## config.mk

```make
export PLATFORM = sky130hd
export DESIGN_NAME = datapath_ctrl
export DESIGN_NICKNAME = d
export VERILOG_FILES = /design/src/rtl/datapath_ctrl.sv
export SDC_FILE = /design/constraint.sdc
export NUM_CORES = 1
export LEC_CHECK = 0
export CAP_MARGIN = 10
export CORE_MARGIN = 2
export CORE_UTILIZATION = 39
export DETAILED_ROUTE_END_ITERATION = 12
export GPL_TIMING_DRIVEN = 0
export HOLD_SLACK_MARGIN = 0.15
export PLACE_DENSITY = 0.88
export SLEW_MARGIN = 20
export SYNTH_ARGS = -nofsm -noshare
export SYNTH_HDL_FRONTEND = slang
export SYNTH_SLANG_ARGS = --single-unit
```

## constraint.sdc

```tcl
create_clock -name clk -period 1.6 [get_ports clk]
set_input_delay 0.32 -clock clk [delete_from_list [all_inputs] [get_ports clk]]
set_output_delay 0.32 -clock clk [all_outputs]
set_load 0.02 [all_outputs]
```

## src/rtl/datapath_ctrl.sv

```systemverilog
// datapath_ctrl: decoded IDLE/T1/T2/T3 control sequencer for the 8-register bus datapath.
// Define DATAPATH_CTRL_PREFETCH_EN to add a one-entry instruction buffer for zero-bubble issue.
module datapath_ctrl #(
  parameter int NREG = 8,
  parameter int OPW  = 2
) (
  input  logic              clk,
  input  logic              resetn,
  input  logic              run,
  input  logic [8:0]        instr,
  output logic              ready,
  output logic              done,
  output logic              err,
  output logic [OPW-1:0]    op,
  output logic [2*NREG-1:0] reg_sig,
  output logic              data_in,
  output logic              A_in,
  output logic              G_in,
  output logic              G_out
);
  localparam logic [1:0] S_IDLE = 2'd0;
  localparam logic [1:0] S_T1   = 2'd1;
  localparam logic [1:0] S_T2   = 2'd2;
  localparam logic [1:0] S_T3   = 2'd3;
  logic [1:0] state_q, state_d;
  logic [8:0] ir_q, ir_d;
  logic [2:0] opc, rx, ry;
  logic       alu, t1, t2, t3, last, take, pend;
  logic       rx_in, rx_out, ry_out;
  assign opc  = ir_q[8:6];
  assign rx   = ir_q[5:3];
  assign ry   = ir_q[2:0];
  assign alu  = opc >= 3'd2 && opc <= 3'd5;
  assign t1   = state_q == S_T1;
  assign t2   = state_q == S_T2;
  assign t3   = state_q == S_T3;
  assign last = (t1 && !alu) || t3;
  assign take = run && ready;
`ifdef DATAPATH_CTRL_PREFETCH_EN
  logic [8:0] buf_q, buf_d;
  logic       bv_q, bv_d;
  assign pend  = bv_q;
  assign ready = state_q == S_IDLE || !bv_q;
  always_comb begin
    buf_d = buf_q;
    bv_d  = bv_q;
    if (state_q == S_IDLE || last) bv_d = 1'b0;
    else if (take) begin
      buf_d = instr;
      bv_d  = 1'b1;
    end
  end
  always_ff @(posedge clk or negedge resetn)
    if (!resetn) begin
      buf_q <= '0;
      bv_q  <= 1'b0;
    end else begin
      buf_q <= buf_d;
      bv_q  <= bv_d;
    end
`else
  assign pend  = 1'b0;
  assign ready = state_q == S_IDLE;
`endif
  // A buffered instruction wins over a fresh one; ready is low whenever the buffer is full.
  always_comb begin
    state_d = state_q + 2'd1;
    ir_d    = ir_q;
    if (state_q == S_IDLE || last) begin
      state_d = (pend || take) ? S_T1 : S_IDLE;
`ifdef DATAPATH_CTRL_PREFETCH_EN
      ir_d    = bv_q ? buf_q : take ? instr : ir_q;
`else
      ir_d    = take ? instr : ir_q;
`endif
    end
  end
  always_ff @(posedge clk or negedge resetn)
    if (!resetn) begin
      state_q <= S_IDLE;
      ir_q    <= '0;
    end else begin
      state_q <= state_d;
      ir_q    <= ir_d;
    end
  assign done    = last;
  assign err     = t1 && opc == 3'b111;
  assign data_in = t1 && opc == 3'b000;
  assign A_in    = t1 && alu;
  assign G_in    = t2 && alu;
  assign G_out   = t3 && alu;
  assign op      = (state_q != S_IDLE && alu) ? OPW'(opc[1:0] - 2'b10) : '0;
  assign rx_in   = (t1 && (opc == 3'b000 || opc == 3'b001)) || t3;
  assign rx_out  = t1 && (alu || opc == 3'b110);
  assign ry_out  = (t1 && opc == 3'b001) || t2;
  always_comb begin
    reg_sig = '0;
    for (int k = 0; k < NREG; k++) begin
      reg_sig[2*NREG-1-2*k] = rx_in && rx == 3'(k);
      reg_sig[2*NREG-2-2*k] = (rx_out && rx == 3'(k)) || (ry_out && ry == 3'(k));
    end
  end
endmodule
```

== Word level (Yosys, flattened, before mapping) ==
Index checks and enable logic that the tools add are counted.
Storage, ports and cells
  input bits: 12
  register bits: 11
  output and inout bits: 25
  logic and storage cells: 86
Operators by class
  order comparisons: 2
  multiplexer cells: 3
  equal/unequal tests: 20
  reductions and logical operators: 57
  add/subtract/negate cells: 2
Operators with widths (number)
  logical AND 1 bit: 36
  == test 3 bit, second input constant: 10
  logical OR 1 bit: 14
  == test 3 x 2 -> 1 bit, second input constant: 4
  == test 3 x 1 -> 1 bit, second input constant: 3
  logical NOT 3 bit: 3
  == test 2 bit, second input constant: 2
  2-to-1 mux 2 bit: 2
  >= comparator 3 x 2 -> 1 bit, second input constant: 1
  <= comparator 3 bit, second input constant: 1
  adder 2 x 1 -> 2 bit, second input constant: 1
  == test 2 x 1 -> 1 bit, second input constant: 1
  logical NOT 2 bit: 1
  AND reduction 2 bit: 1
  nonzero test 2 bit: 1
  subtractor 2 bit, second input constant: 1
  logical NOT 1 bit: 1
  2-to-1 mux 1 bit: 1

== Longest topological paths before layout ==
Gate-level depths: netlist of the first run.
  depth in word-level cells: 7
  gate-level depth with buffers: 5
  depth with buffers taken out: 5

== Worst setup path before layout of the first run ==
OpenSTA, ideal clock, no wires.
  kind: register to output
  start point: register state_q[1]
  end point: output port reg_sig[10]
  setup slack: -0.276 ns
  stages on the path, launching flop included: 6
  data arrival time: 1.556 ns
  buffers on the path: 0
  data required time: 1.280 ns
  cell sequence: dfrtp_1 > inv_1 > ha_1 > and4bb_1 > nor2_1 > o32ai_1
Between the ends
  longest elaborated chain between the ends: 5
  elaborated cells on any way between the ends: 8
  those cells by class: eq/ne (2); reduce/logical (6)
RTL lines
  from (decl): RTL line 25  | logic [1:0] state_q, state_d;
  from (signal assigned): RTL line 83  | state_q <= state_d;
  == test 2 x 1 -> 1 bit: RTL line 34  | assign t1 = state_q == S_T1;
  logical AND 1 bit: RTL line 95  | assign ry_out = (t1 && opc == 3'b001) || t2;
  logical OR 1 bit: RTL line 95
  logical AND 1 bit: RTL line 100  | reg_sig[2*NREG-2-2*k] = (rx_out && rx == 3'(k)) || (ry_out && ry == 3'(k));
  logical OR 1 bit *: RTL line 100
  to (decl): RTL line 15  | output logic [2*NREG-1:0] reg_sig,
Mark *: on every way between the ends. The rest lies on a longest branch, timed or not.

== Worst setup path after layout of the first run ==
  start point: register state_q[1]
  end point: output port reg_sig[6]
Same word-level chain as after synthesis.

==> results.sh, run 1 <==
export IMPL_timing_critical_path_required_ps=1280
export IMPL_synthesis_nets=92
export IMPL_drt_iter0_markers=24
export IMPL_clk_path_buf_depth=2
export IMPL_setup_ws_ps=-480
export IMPL_post_route_period_util_pct=130
export IMPL_diodes=0
export IMPL_regToRegEndpoint="ir_q[1]"
export IMPL_die_height_um=47.7
export IMPL_slew_headroom_pct=65.8
export IMPL_cts_root_buffer="sky130_fd_sc_hd__clkbuf_4"
export IMPL_p_switching_uw=1480
export IMPL_outcome="finished with violations"
export IMPL_final_setup_viol_count=24
export IMPL_rsz_0062_raised_after_global_routing="yes"
export IMPL_max_freq_mhz=481
export IMPL_timing_critical_path_fanout_max=4
export IMPL_clock_latency_ps=280
export IMPL_maxSlewViolCount=0
export IMPL_hold_ws_ps=371
export IMPL_global_route_overflow_total=0
export IMPL_synth_ff_latch_count=11
export IMPL_worst_r2r_path_depth=5
export IMPL_post_drt_via_cell_ratio=5.45
export IMPL_synth_top_area_cell="sky130_fd_sc_hd__dfrtp_1"
export IMPL_max_cap_viol_count=0
export IMPL_final_antenna_net_count=0
export IMPL_postRouteWirelength_mm=2.96
export IMPL_tritoncts="yes"
export IMPL_syn_cell_area_um2=746
export IMPL_area_growth_synth_to_final_pct=106
export IMPL_synthesis_area_per_instance_um2=9.81
export IMPL_power_report_internal_total_uw=1610
export IMPL_cts_htree_levels=1
export IMPL_asyncSetResetFlopFracSynth_pct=100
export IMPL_area_taken_by_multi_input_logic_gates_um2=703
export IMPL_number_of_flops_mapped_to_enable_cells_by_yosys=0
export IMPL_final_setup_tns_ps=-7140
export IMPL_part_of_the_yosys_area_used_for_sequential_elements_pct=36.9
export IMPL_hold_viol=0
export IMPL_crit_reg2reg_launch="state_q[0]"
export IMPL_worst_setup_path_type="reg2out"
export IMPL_pwr_share_seq_pct=20.7
export IMPL_synth_top_area_share_pct=36.9
export IMPL_synthesis_instances=76
export IMPL_tritoncts_num_sinks=11
export IMPL_yosys_synthesis_warning_count=0
export IMPL_layout_drive_gt1_share_pct=64.9
export IMPL_synth_top_cells_by_area="sky130_fd_sc_hd__dfrtp_1, sky130_fd_sc_hd__mux2_2, sky130_fd_sc_hd__ha_1"
export IMPL_grt_first_pass_wirelength_mm=3.81
export IMPL_grt_start_max_net_pins=12
export IMPL_wire_per_inst_um=19.0
export IMPL_dominantRegCellSynth="sky130_fd_sc_hd__dfrtp_1"
export IMPL_yosys_cell_types_count=24
export IMPL_initial_core_util_pct=42.3
export IMPL_power_share_clock_pct=6.7
export IMPL_vdd_drop_max_mv=1.67
export IMPL_cts_reportedPaths_clkPinSlew_ps=80
export IMPL_nets_finish=148
export IMPL_number_of_antenna_violations_at_the_first_check_in_global_routing=0
export IMPL_worst_slew_pin_transition_ps=511
export IMPL_slack_of_the_worst_reg_to_reg_path_ps=120
export IMPL_detailedRoute_firstPassIterationCount=4
export IMPL_io_pins=37
export IMPL_final_setup_skew_ps=4.99
export IMPL_hold_removal_path_class="in2async"
export IMPL_row_count=15
export IMPL_die_x_um=47.7
export IMPL_first_global_vias=836
export IMPL_num_fill_cells=93
export IMPL_sequential_cell_area_in_the_final_layout_um2=275
export IMPL_failed_checks="negative setup slack"
export IMPL_groute_usage_overall_pct=24.5
export IMPL_cts_buffers_inserted=3
export IMPL_pwr_density_cell_nw_per_um2=2010
export IMPL_switching_share_pct=47.9
export IMPL_remaining_drc_errors=0
export IMPL_place_congestion=0.788
export IMPL_synth_top_family_by_area="simple AND/OR/NAND/NOR gates"
export IMPL_die_area_um2=2280
export IMPL_yosys_mux_area_fraction_pct=13.6
export IMPL_synth_adder_area_share_pct=6.71
export IMPL_finalWorstPathRequiredPeriod_ps=2080
export IMPL_power_static_leakage_uw=0.000624
export IMPL_worstSetupEndpointType="output pin"
export IMPL_post_synth_and_or_nand_nor_area_fraction_pct=22.5
export IMPL_final_core_util_pct=87.2
export IMPL_critical_path_arrival_ps=1760
export IMPL_vias=850
export IMPL_io_buffer_count=36
export IMPL_fp_coreArea_um2=1760
export IMPL_synth_compound_gate_area_share_pct=13.4
export IMPL_synth_top_cells_by_count="sky130_fd_sc_hd__dfrtp_1, sky130_fd_sc_hd__nor2_1, sky130_fd_sc_hd__mux2_2"
export IMPL_dp_hpwl_mm=1.71
export IMPL_combPwrFrac_pct=72.6
export IMPL_yosys_area_share_xor_xnor_pct=2.35
export IMPL_startpoint_type="register"
timing repair:
| action | in CTS | in global routing |
|---|---|---|
| setup buffers | 9 | 6 |
| hold buffers | 0 | 0 |
| setup endpoints to repair | 34 | 33 |
| gates resized for setup | 149 | 17 |
| pin swaps | 9 | 12 |
through the flow:
| step | total power [µW] | instances | setup WS, ps | area (µm²) |
|---|---|---|---|---|
| final | 3090 | 156 | -480 | 1540 |
| after global routing | 3240 | 156 | -532 | 1540 |
| after CTS | 2700 | 150 | -439 | 1440 |
| after detailed placement | 2150 | 137 | -697 | 1270 |
| after global placement | 2090 | 137 | -666 | 1270 |
| after floorplan | 1640 | 76 | -69.5 | 877 |
cells in the final DEF, fill, tap and decap left out, drive strengths merged, types with 2 or more instances in the layout:
master / n
nor3b: 4
and2: 2
buf: 42
nand2b: 5
o32ai: 4
inv: 4
clkbuf: 4
mux2: 9
clkdlybuf4s50: 11
ha: 4
nand2: 3
nor2: 11
dfrtp: 11
o2111ai: 2
o22ai: 4
o21ai: 3
power by group through the flow:
stage	Sequential [µW]	Clock (µW)	Combinational, µW
4_1_cts	609	193	1890
6_report	638	207	2240
5_1_grt	652	222	2360
3_3_place_gp	590	0	1500
3_5_place_dp	603	0	1550
2_1_floorplan	561	0	1080
layout make-up:
type	count	share of cell area [%]
clock buffers	4	1.71
repair buffers	51	30.1
flip-flops and latches	11	17.9
plain buffers	2	1.46
well taps	25	2.03
inverters	4	1.14
multi-input cells	59	45.7
state kept, by name (all words and copies together), names as in the netlist:
signal / flops
state_q: 2
ir_q: 9
metal layers:
layer | vias to the layer above | part of all wire, % | wire [µm] | global-route usage (%)
li1 | 381 | - | - | -
met2 | 30 | 53 | 1570 | 44.0
met1 | 434 | 41 | 1210 | 29.0
met3 | 5 | 4.6 | 137 | 4.53
met4 | 0 | 1.3 | 38 | 8.65
met5 | - | 0 | 0 | 0
worst max-delay path by stage:
stage	startpoint	slack, ps	to
after CTS	state_q[1]	-440	reg_sig[6]
after floorplan	state_q[0]	-70	op[0]
after global routing	state_q[1]	-530	reg_sig[6]
after global placement	state_q[1]	-670	reg_sig[6]
after detailed placement	ir_q[7]	-700	reg_sig[14]
final	state_q[1]	-480	reg_sig[6]
critical path: stages (launching register included):
cell and delay (ps):
sky130_fd_sc_hd__dfrtp_1 390, sky130_fd_sc_hd__inv_2 90, sky130_fd_sc_hd__ha_4 160, sky130_fd_sc_hd__and4bb_2 330, sky130_fd_sc_hd__o21ai_4 110, sky130_fd_sc_hd__o32ai_4 250, sky130_fd_sc_hd__buf_6 160
cell families (layout without fill, tap and decap cells):
| group | after synthesis | count (layout) |
|---|---|---|
| mux | 9 | 9 |
| simple gates | 30 | 30 |
| compound gates | 14 | 14 |
| buf+inv | 6 | 61 |
| fa+ha+maj | 4 | 4 |
| flops | 11 | 11 |
| xor+xnor | 2 | 2 |
Power figures use the tool's default switching activity.
==> run 2: changes to the inputs <==
Settings changed: SLEW_MARGIN 20 to default.
==> results of run 2 <==
Final layout, timing and power as in run 1 (identical DEF).
